## src/rtl/uart_rx.sv

```systemverilog
// 16x-oversampled UART receiver (8N1 by default) with a two-flop input synchroniser,
// mid-bit sampling, stop-bit checking and a valid/ready output holding register.
module uart_rx #(
    parameter int DATA_BITS  = 8,
    parameter int OVERSAMPLE = 16
) (
    input  logic                 clk,
    input  logic                 rst,
    input  logic                 tick,
    input  logic                 rx,
    output logic [DATA_BITS-1:0] rx_data,
    output logic                 rx_valid,
    input  logic                 rx_ready,
    output logic                 frame_err,
    output logic                 overrun_err,
    output logic                 busy
);

    localparam int CNT_W = $clog2(OVERSAMPLE);
    localparam int IDX_W = $clog2(DATA_BITS + 1);

    localparam logic [CNT_W-1:0] CNT_MID  = CNT_W'(OVERSAMPLE / 2 - 1);
    localparam logic [CNT_W-1:0] CNT_LAST = CNT_W'(OVERSAMPLE - 1);
    localparam logic [IDX_W-1:0] IDX_LAST = IDX_W'(DATA_BITS - 1);

    typedef enum logic [1:0] {
        IDLE,
        START,
        DATA,
        STOP
    } state_t;

    state_t               state;
    logic [CNT_W-1:0]     cnt;
    logic [IDX_W-1:0]     bit_idx;
    logic [DATA_BITS-1:0] shreg;
    logic                 rx_meta;
    logic                 rx_s;

    // Synchroniser flops come out of reset high so an idle line is not seen as a start bit.
    always_ff @(posedge clk) begin
        if (rst) begin
            rx_meta <= 1'b1;
            rx_s    <= 1'b1;
        end else begin
            rx_meta <= rx;
            rx_s    <= rx_meta;
        end
    end

    always_ff @(posedge clk) begin
        if (rst) begin
            // NOTE: the shift register is a handful of flops, not a memory, so it is reset with the rest.
            state       <= IDLE;
            cnt         <= '0;
            bit_idx     <= '0;
            shreg       <= '0;
            rx_data     <= '0;
            rx_valid    <= 1'b0;
            frame_err   <= 1'b0;
            overrun_err <= 1'b0;
            busy        <= 1'b0;
        end else begin
            frame_err   <= 1'b0;
            overrun_err <= 1'b0;

            // NOTE: non-blocking assignments resolve last-wins, so a load in STOP below overrides this clear.
            if (rx_valid && rx_ready)
                rx_valid <= 1'b0;

            if (tick) begin
                unique case (state)
                    IDLE: begin
                        if (!rx_s) begin
                            state <= START;
                            cnt   <= '0;
                            busy  <= 1'b1;
                        end
                    end

                    START: begin
                        if (cnt == CNT_MID) begin
                            cnt     <= '0;
                            bit_idx <= '0;
                            if (!rx_s) begin
                                state <= DATA;
                            end else begin
                                state <= IDLE;
                                busy  <= 1'b0;
                            end
                        end else begin
                            cnt <= cnt + 1'b1;
                        end
                    end

                    DATA: begin
                        if (cnt == CNT_LAST) begin
                            cnt     <= '0;
                            shreg   <= {rx_s, shreg[DATA_BITS-1:1]};
                            bit_idx <= bit_idx + 1'b1;
                            if (bit_idx == IDX_LAST)
                                state <= STOP;
                        end else begin
                            cnt <= cnt + 1'b1;
                        end
                    end

                    STOP: begin
                        if (cnt == CNT_LAST) begin
                            cnt   <= '0;
                            state <= IDLE;
                            busy  <= 1'b0;
                            if (!rx_s) begin
                                frame_err <= 1'b1;
                            end else if (rx_valid && !rx_ready) begin
                                overrun_err <= 1'b1;
                            end else begin
                                rx_data  <= shreg;
                                rx_valid <= 1'b1;
                            end
                        end else begin
                            cnt <= cnt + 1'b1;
                        end
                    end

                    default: state <= IDLE;
                endcase
            end
        end
    end

endmodule

```

## config.mk

```make
export PLATFORM = sky130hd
export DESIGN_NAME = uart_rx
export DESIGN_NICKNAME = d
export VERILOG_FILES = /design/src/rtl/uart_rx.sv
export SDC_FILE = /design/constraint.sdc
export NUM_CORES = 1
export LEC_CHECK = 0
export ABC_AREA = 1
export CAP_MARGIN = 30
export CORE_MARGIN = 4
export CORE_UTILIZATION = 41
export DETAILED_ROUTE_END_ITERATION = 6
export SYNTH_ARGS = -nofsm -noshare
export SYNTH_HDL_FRONTEND = slang
export SYNTH_SLANG_ARGS = --single-unit
```

## constraint.sdc

```tcl
create_clock -name clk -period 3.2 [get_ports clk]
set_clock_uncertainty 0.15 [all_clocks]
set_input_delay 0.32 -clock clk [delete_from_list [all_inputs] [get_ports clk]]
set_output_delay 0.32 -clock clk [all_outputs]
set_load 0.02 [all_outputs]
```

==> summary.md <==
| Metric | Value |
|---|---|
| R2r worst-path depth | 8 |
| Ys async rst share | 0 |
| Total wire length | 2820 um |
| # hold bufs at CTS | 0 |
| Primary FF master, synth | dfxtp_1 |
| Largest net degree at the start of global routing | 20 |
| Post-synth top cells | dfxtp_1 (32), nor2_1 (28), nand2_1 (27), a21oi_1 (19), nand3_1 (14) |
| Layout cell share with drive strength beyond 1 | 0.152 |
| Synth top area share | 0.470 |
| Via density | 4.89 |
| Largest delay share family, worst path | buffers and inverters |
| Core area | 3130 um^2 |
| Post-CTS Resized | 0 |
| Detail Route Antenna Nets | 0 |
| CP max FO | 2 |
| Total track usage | 0.149 |
| Minimum clock period | 1.76 ns |
| Mux contribution to synthesized area | 0 |
| Largest family of logic cells by synthesized area | simple AND/OR/NAND/NOR gates |
| Slew @ Worst Pin | 0.374 ns |
| Die W | 65.7 um |
| Startpoint Class | flip-flop |
| CP endpoint kind | output pin |
| Crit-path slowest cell | clkdlybuf4s50_1 |
| Placement Cell Area | 1570 um^2 |
| Post-Synth XOR/XNOR Area | 0.0128 |
| Simple-gate area share of the yosys netlist | 0.317 |
| Routed WL per cell | 11.6 um |
| Highest ir drop seen on vdd | 0.231 mV |
| Worst-path cell chain | clkdlybuf4s50_1 |
| Clock buffer count from CTS | 5 |
| Post-CTS setup buffer count | 0 |
| Starting DRT DRC Count | 55 |
| Cell taking the most area after synthesis | dfxtp_1 |
| Post-synth EDFFs | 0 |
| Critical Path RT | 2.73 ns |
| Sequential-to-total area share from yosys stat | 0.470 |
| PwrDens | 473 nW/um^2 |
| DRC Markers | 0 |
| Final TNS setup | 0 ns |
| CP bufs+invs | 1 |
| Top cells by area, synth | dfxtp_1 (47%), nor2_1 (7.7%), nand2_1 (7.4%) |
| F_max | 568 MHz |
| Vias in the first global route | 1132 |
| Pre-CTS setup slack | 1.29 ns |
| Max-Slew Margin vs Limit | 0.750 |
| CTS tree | done |
| Num rows | 20 |
| Worst setup path class | reg2out |
| Reg area | 641 um^2 |
| Post-synthesis compound-gate area fraction | 0.130 |
| Clock transition at path regs | 0.10 ns |
| Leakage | 0.000624 uW |
| Post-route cell area | 1670 um^2 |
| Setup violators final | 0 |
| Data arrival time of the worst path | 1.29 ns |
| Diode count | 0 |
| RD Place Congestion | 0.880 |
| Starting Density | 0.436 |
| Antenna violations before repair | 0 |
| Clock sinks | 32 |
| Crit path largest cell delay | 0.61 ns |
| Min-delay worst type | reg2reg |
| Yosys warns | 0 |
| Filler cells | 305 |
| Syn Area/Cell | 7.71 um^2 |
| Most instantiated library cell after synthesis | dfxtp_1 |
| Clk buf depth | 2 |
| Synth Cell Area | 1360 um^2 |
| Netlist cell types | 25 |
| RSZ-0062 raised after global routing | false |
| Syn Nets | 184 |
| Top Ports | 17 |
| Die ar. | 4310 um^2 |
| Max-capacitance violation count | 0 |
| Adder-cell share of the synthesized area | 0.0183 |
| Root Driver | clkbuf_4 |
| Post-Syn Instances | 177 |
| Synth Register Bits | 32 |
| HPWL after DPL | 2020 um |
| Power Total | 788 uW |
| First-pass GRT wire length | 5000 um |
| Chip Height | 65.7 um |
| Htree depth | 2 |
| Grt ovf | 0 |
| Max-slew violations | 0 |
| DR pass1 iterations | 4 |
| Hold Fails Final Rpt | 0 |
| Routed via count | 1183 |
| Port buffer count | 16 |
| Hold depth | 1 |
| Status | finished clean |
| Syn-to-layout area delta | 22.2% |
| Fin crit share | 0.550 |
| Final setup margin | 1.44 ns |
| Footprint of the multi-input gates | 652 um^2 |
| Crit path depth | 1 |
| Clock Latency Late Sink | 0.33 ns |
| Final net count | 204 |
-- cell usage in the layout, fill, tap and decap left out, drive strengths merged --
| cell type | count |
|---|---|
| xor2 | 2 |
| or2 | 2 |
| nand3 | 15 |
| o211ai | 1 |
| a211oi | 1 |
| nand4 | 1 |
| clkdlybuf4s50 | 16 |
| a21oi | 19 |
| nor3 | 3 |
| a22oi | 1 |
| o21ai | 12 |
| dfxtp | 32 |
| nor4 | 1 |
| ha | 2 |
| nor2 | 33 |
| clkbuf | 7 |
| buf | 1 |
| bufinv | 1 |
| inv | 15 |
| nand2 | 33 |
-- cells by family (layout without fill, tap and decap cells) --
group                    after synthesis  in the layout
buffers and inverters                 19             40
AND/OR/NAND/NOR                       88             88
AO/OA/AOI/OAI                         34             34
adder cells (fa/ha/maj)                2              2
XOR/XNOR                               2              2
flip-flops                            32             32
-- routing by layer --
| metal | part of all wire | wire, um | track usage |
|---|---|---|---|
| met5 | 0 | 0 | 0 |
| met4 | 0.0053 | 15 | 0.0570 |
| met3 | 0.048 | 136 | 0.0513 |
| met2 | 0.45 | 1280 | 0.222 |
| met1 | 0.49 | 1390 | 0.198 |
-- path summary, 6_finish.rpt --
| kind | start | endpoint | slack [ns] |
|---|---|---|---|
| worst max-delay path | rx_data[4]$_SDFFE_PP0P_ | rx_data[4] | 1.44 |
| worst min-delay path | rx_meta$_SDFF_PP1_ | rx_s$_SDFF_PP1_ | 0.30 |
| worst max register to register | cnt[0]$_SDFFE_PP0P_ | rx_data[3]$_SDFFE_PP0P_ | 1.46 |
| worst min register to register | rx_meta$_SDFF_PP1_ | rx_s$_SDFF_PP1_ | 0.30 |
-- final cells by class --
class / instances / share of cell area
repair buffers: 17 / 0.101
clock inverters: 1 / 0.0180
inverters: 15 / 0.0338
flip-flops and latches: 32 / 0.384
clock buffers: 7 / 0.0390
well taps: 44 / 0.0330
multi-input cells: 126 / 0.391
-- report_power, final --
part	leakage, uW	internal, uW	switching (uW)	total, uW
Clock	0.0000515	207	139	346
Sequential	0.000258	401	3.79	405
Combinational	0.000314	13.9	22.5	36.5
Total	0.000624	623	165	788
-- registers in the layout, indices dropped and copies added, names as in the netlist, named ones only --
name and flops:
rx_s 1, rx_data 8, rx_meta 1, bit_idx 4, state 1, rx_valid 1
shreg 8, frame_err 1, cnt 4, busy 1, overrun_err 1
-- per-stage QoR --
| stage | utilization | hold slack [ns] | instances |
|---|---|---|---|
| finish | 0.533 | 0.296 | 242 |
| global route | 0.533 | 0.305 | 242 |
| CTS | 0.533 | 0.291 | 242 |
| detailed placement | 0.502 | 0.262 | 234 |
| global placement | 0.502 | 0.250 | 234 |
| floorplan | - | 0.239 | 177 |
Note: power is estimated with default switching activity, not from simulation.
